File: config.mk
export PLATFORM = sky130hd
export DESIGN_NAME = floor_controller
export DESIGN_NICKNAME = d
export VERILOG_FILES = /design/src/rtl/elevator_pkg.sv /design/src/rtl/floor_controller_call_register.sv /design/src/rtl/floor_controller.sv
export SDC_FILE = /design/constraint.sdc
export NUM_CORES = 1
export LEC_CHECK = 0
export BUFFER_PORTS_ARGS = -buffer_cell sky130_fd_sc_hd__buf_2
export CAP_MARGIN = 15
export CELL_PAD_IN_SITES_DETAIL_PLACEMENT = 1
export CELL_PAD_IN_SITES_GLOBAL_PLACEMENT = 2
export CORE_MARGIN = 1.5
export CORE_UTILIZATION = 36
export DETAILED_ROUTE_END_ITERATION = 10
export MAX_ROUTING_LAYER = met4
export PLACE_DENSITY = 0.84
export SYNTH_ARGS = -nofsm -noshare
export SYNTH_HDL_FRONTEND = slang
export SYNTH_SLANG_ARGS = --single-unit
File: constraint.sdc
create_clock -name clk -period 4 [get_ports clk]
set_input_delay 0.2 -clock clk [delete_from_list [all_inputs] [get_ports clk]]
set_output_delay 0.2 -clock clk [all_outputs]
set_load 0.1 [all_outputs]
File: src/rtl/elevator_pkg.sv
// Shared constants for the three-floor elevator controller:
// floor encodings, FSM states, default timings and call-lookup helpers.
package elevator_pkg;

  localparam logic [1:0] FLOOR1_ENC = 2'b00;
  localparam logic [1:0] FLOOR2_ENC = 2'b01;
  localparam logic [1:0] FLOOR3_ENC = 2'b10;

  localparam logic [1:0] P_ST = 2'd0;
  localparam logic [1:0] P_ND = 2'd1;
  localparam logic [1:0] P_RD = 2'd2;

  localparam logic [1:0] S_IDLE = 2'd0;
  localparam logic [1:0] S_UP   = 2'd1;
  localparam logic [1:0] S_DOWN = 2'd2;
  localparam logic [1:0] S_DOOR = 2'd3;

  localparam int TRAVEL_CYCLES_DEF = 8;
  localparam int DOOR_CYCLES_DEF   = 4;

  function automatic int max_int(int a, int b);
    return (a > b) ? a : b;
  endfunction

  // Pending call at position p (0=bottom, 2=top).
  function automatic logic at_floor(logic [2:0] l, logic [1:0] p);
    case (p)
      P_ST:    return l[0];
      P_ND:    return l[1];
      default: return l[2];
    endcase
  endfunction

  // Any pending call strictly beyond position p in the given direction.
  function automatic logic call_ahead(logic [2:0] l, logic [1:0] p,
                                      logic up);
    if (up) begin
      case (p)
        P_ST:    return |l[2:1];
        P_ND:    return l[2];
        default: return 1'b0;
      endcase
    end else begin
      case (p)
        P_RD:    return |l[1:0];
        P_ND:    return l[0];
        default: return 1'b0;
      endcase
    end
  endfunction

endpackage

File: src/rtl/floor_controller_call_register.sv
// Pending-call latches, one per floor (bit 0 = bottom floor).
// A clear in the same cycle as a press wins.
module call_register
  import elevator_pkg::*;
(
  input  logic       clk,
  input  logic       rst,
  input  logic [2:0] btn,
  input  logic [2:0] clr,
  output logic [2:0] led
);

  logic [2:0] led_q;
  logic [2:0] led_d;

  // Set on press, clear on service; clear has priority.
  always_comb begin
    led_d = (led_q | btn) & ~clr;
  end

  // Call flags; presses during reset are dropped.
  always_ff @(posedge clk) begin
    if (rst) led_q <= '0;
    else     led_q <= led_d;
  end

  assign led = led_q;

endmodule

File: src/rtl/floor_controller.sv
// Three-floor elevator controller: call latches, travel/door FSM
// with cycle counters for inter-floor travel and door dwell.
module floor_controller
  import elevator_pkg::*;
#(
  parameter logic [1:0] ST_FLOOR      = FLOOR1_ENC,
  parameter logic [1:0] ND_FLOOR      = FLOOR2_ENC,
  parameter logic [1:0] RD_FLOOR      = FLOOR3_ENC,
  parameter int         TRAVEL_CYCLES = TRAVEL_CYCLES_DEF,
  parameter int         DOOR_CYCLES   = DOOR_CYCLES_DEF
) (
  input  logic       clk,
  input  logic       rst,
  input  logic       st_button,
  input  logic       nd_button,
  input  logic       rd_button,
  input  logic       open_door,
  output logic [1:0] state,
  output logic       st_led,
  output logic       nd_led,
  output logic       rd_led,
  output logic       moving,
  output logic       dir_up
);

  localparam int CW =
    $clog2(max_int(TRAVEL_CYCLES, DOOR_CYCLES) + 1);
  localparam logic [CW-1:0] T_LAST = CW'(TRAVEL_CYCLES - 1);
  localparam logic [CW-1:0] D_LAST = CW'(DOOR_CYCLES - 1);
  localparam logic [CW-1:0] ONE    = CW'(1);

  logic [1:0]    fsm_q, fsm_d;
  logic [1:0]    pos_q, pos_d;
  logic          dir_q, dir_d;
  logic [CW-1:0] cnt_q, cnt_d;
  logic          dwell_q, dwell_d;
  logic [2:0]    led;
  logic [2:0]    clr;
  logic [1:0]    nxt;

  call_register u_calls (
    .clk (clk),
    .rst (rst),
    .btn ({rd_button, nd_button, st_button}),
    .clr (clr),
    .led (led)
  );

  // Next-state logic: dispatch from idle, travel timing, door handling.
  always_comb begin
    fsm_d   = fsm_q;
    pos_d   = pos_q;
    dir_d   = dir_q;
    cnt_d   = cnt_q;
    dwell_d = dwell_q;
    clr     = 3'b000;
    nxt     = pos_q;
    case (fsm_q)
      S_IDLE: begin
        cnt_d   = '0;
        dwell_d = 1'b0;
        if (at_floor(led, pos_q)) begin
          fsm_d = S_DOOR;
        end else if (call_ahead(led, pos_q, dir_q)) begin
          fsm_d = dir_q ? S_UP : S_DOWN;
        end else if (call_ahead(led, pos_q, !dir_q)) begin
          dir_d = !dir_q;
          fsm_d = dir_q ? S_DOWN : S_UP;
        end
      end
      S_UP, S_DOWN: begin
        nxt = (fsm_q == S_UP) ? pos_q + 2'd1 : pos_q - 2'd1;
        // An end floor has nothing beyond it; fall back to idle.
        if ((fsm_q == S_UP && pos_q == P_RD) ||
            (fsm_q == S_DOWN && pos_q == P_ST)) begin
          fsm_d = S_IDLE;
          cnt_d = '0;
        end else if (cnt_q == T_LAST) begin
          pos_d = nxt;
          cnt_d = '0;
          if (at_floor(led, nxt)) begin
            fsm_d   = S_DOOR;
            dwell_d = 1'b0;
          end else if (!call_ahead(led, nxt, fsm_q == S_UP)) begin
            fsm_d = S_IDLE;
          end
        end else begin
          cnt_d = cnt_q + ONE;
        end
      end
      default: begin
        if (!dwell_q) begin
          if (open_door) begin
            clr     = 3'b001 << pos_q;
            dwell_d = 1'b1;
            cnt_d   = '0;
          end
        end else if (cnt_q == D_LAST) begin
          fsm_d   = S_IDLE;
          dwell_d = 1'b0;
          cnt_d   = '0;
        end else begin
          cnt_d = cnt_q + ONE;
        end
      end
    endcase
  end

  // FSM, position, direction and counter registers.
  always_ff @(posedge clk) begin
    if (rst) begin
      fsm_q   <= S_IDLE;
      pos_q   <= P_ST;
      dir_q   <= 1'b1;
      cnt_q   <= '0;
      dwell_q <= 1'b0;
    end else begin
      fsm_q   <= fsm_d;
      pos_q   <= pos_d;
      dir_q   <= dir_d;
      cnt_q   <= cnt_d;
      dwell_q <= dwell_d;
    end
  end

  // Output decode from registered state only.
  always_comb begin
    case (pos_q)
      P_ST:    state = ST_FLOOR;
      P_ND:    state = ND_FLOOR;
      default: state = RD_FLOOR;
    endcase
  end

  assign moving = (fsm_q == S_UP) || (fsm_q == S_DOWN);
  assign dir_up = dir_q;
  assign st_led = led[0];
  assign nd_led = led[1];
  assign rd_led = led[2];

endmodule

==> metrics.yaml <==
slew_headroom_pct: 67.30
grt_pass1_vias: 863
totalNegativeSetupSlack_ns: 0
postCtsHoldBufs: 0
vias_per_cell: 5.643
port_buffers: 12
synthesis.area_um2: 974.7
synth_edf_count: 0
synthFlopType: "dfxtp_1"
drive_gt1_share_pct: 15.75
post_drt_wl_per_cell_um: 15.31
drc: 0
slew_viol_final: 0
cts_buffers: 3
hold_path.startpoint: "nd_button"
setup_viol: 0
min_path_type: "in -> reg"
finalCriticalPeriod_ns: 2.466
grt_use_total_pct: 18.84
grt_start_max_net_pins: 14
syn_nets: 133
status: "complete, no violations"
worstSetupEndpointType: "register"
synth.top_cell.area_share_pct: 26.70
fin_area_um2: 1076
synth_area_leader_cell: "dfxtp_1"
yosys-top-cells-area: "dfxtp_1, ha_1, nor2_1, a21oi_1, nand2b_1"
cts_tree: "done"
diodes: 0
via_count: 886
tightest_slew_ns: 0.4895
worst_path_largest_cell_delay_ns: 0.44
dp_cells: 153
dpl-instance-area_um2: 1050
path_cells: "inv_1 -> ha_1 -> xnor2_1 -> inv_1 -> ha_1 -> a221oi_2 -> a31oi_1 -> o211a_2 -> mux2i_1"
worstPathArrival_ns: 2.63
skew_ns: 0.008510
numClockSinks: 13
avgSynthCellArea_um2: 8.476
synth-seq-cells: 13
rr_startpoint: "pos_q[0]"
first_iter_violations: 19
rsz0062_at_grt: "false"
design.core.area_um2: 2522
mostFrequentLayoutCell: "nor2_1"
ys_warn_count: 0
ir_worst_vdd_mv: 0.1980
grt_pass1_wl_um: 3884
clk-insertion-delay-late_ns: 0.28
fmax_mhz: 405.5
cts_root_buf: "clkbuf_4"
postRouteAntennaNets: 0
antenna_found_initial: 0
synthArstFlopShare_pct: 0
drv_cap: 0
dr.pass1.iters: 4
ys_seq_area_share_pct: 26.70
die_w_um: 55.04
p_per_area_nw_per_um2: 467.5
path_max_fanout: 6
routed_wl_um: 2404
start_kind: "register"
fin_crit_sh_pct: 61.66
r2r_slack_ns: 1.53
cts_max_path_buffers: 2
final_core_util_pct: 42.66
post_cts_buffers: 0
yosysUniqueCellTypes: 41
cts_max_level: 1
p_leak_nw: 0.4719
die_h_um: 55.04
rows: 18
clk_pin_slew_ns: 0.09
start_util_pct: 38.64
layout_common_cells: "nor2_1, dfxtp_1, ha_1, buf_2"
hold_ws_ns: 0.1895
dp_hpwl_um: 1856
dieArea_um2: 3029
critPathKind: "reg -> reg"
layout.nets: 146
num-fill-cells: 313
cpMaxStageDelayCell: "dfxtp_1"
syn_to_final_growth_pct: 10.40
hold_viol: 0
top_level_ports: 13
cp.required_ns: 4.17
grt-ovfl-total: 0
ctsResizeCount: 0
cp-startpoint: "pos_q[0]"
place_congestion: 0.8363
syn_inst: 115
layout.cells.non_filler: 157
-- sequential cells by signal, indices dropped and copies added (netlist names) --
name         cells
cnt_q            4
dir_up           1
dwell_q          1
fsm_q            2
pos_q            2
u_calls.led      3
-- per-layer routing --
metal  global-route usage, %  wire, µm  vias up
li1                        -         -      436
met4                   4.878        21        0
met5                       -         0        -
met2                   34.92      1237       12
met3                   4.839        64        2
met1                   19.71      1081      436
-- critical path: cells and delay by family, from the launching register on --
kind                       cells  cell delay [ns]
AOI/OAI and AO/OA              3             0.80
adders and majority gates      2             0.57
buffers and inverters          2             0.19
xor gates and xnor gates       1             0.22
DFF                            1             0.44
muxes                          1             0.13
-- cell families after synthesis --
kind of cell	count (synthesis)	share of synthesized area (%)
fa+ha+maj	12	15.40
xor+xnor	4	3.595
simple gates	39	20.80
buf+inv	11	5.007
compound gates	33	25.29
mux	3	3.209
flops	13	26.70
-- worst paths after layout --
check | end | cells after the start
min | u_calls.led[1] | 3
min reg2reg | cnt_q[0] | 1
max reg2reg | fsm_q[1] | 9
max | fsm_q[1] | 9
-- stage by stage --
step	total power, W	setup slack, ns
after floorplan	0.0003763	1.315
after CTS	0.0005093	1.506
after global placement	0.0004147	1.658
after detailed placement	0.0004213	1.539
final	0.0005031	1.534
after global routing	0.0005395	1.301
-- synthesized netlist by cell type (2+ instances only) --
| cell type | number |
|---|---|
| xor2_1 | 2 |
| nand2b_1 | 5 |
| nand3b_1 | 2 |
| clkbuf_1 | 3 |
| dfxtp_1 | 13 |
| nor2_1 | 14 |
| xnor2_1 | 2 |
| ha_1 | 12 |
| nor3b_1 | 2 |
| nand2_1 | 5 |
| nor3_1 | 4 |
| a21o_1 | 2 |
| mux2i_1 | 2 |
| inv_1 | 7 |
| o221ai_1 | 2 |
| a31oi_1 | 4 |
| a21oi_1 | 7 |
| a211oi_1 | 4 |
-- report_power, final --
part | switching (W) | internal, W | total (W)
Combinational | 0.000166 | 0.0000877 | 0.000254
Sequential | 0.0000192 | 0.000145 | 0.000164
Clock | 0.0000461 | 0.0000387 | 0.0000848
-- area by class of cell --
| cell class | instances | area (µm²) | area share, % |
|---|---|---|---|
| tap | 30 | 37.54 | 3.488 |
| inverter | 7 | 26.28 | 2.442 |
| timing repair buffer | 12 | 60.06 | 5.581 |
| multi-input combinational | 91 | 665.6 | 61.86 |
| clock buffer | 4 | 26.28 | 2.442 |
| sequential | 13 | 260.3 | 24.19 |
Note: power is estimated with default switching activity, not from simulation.
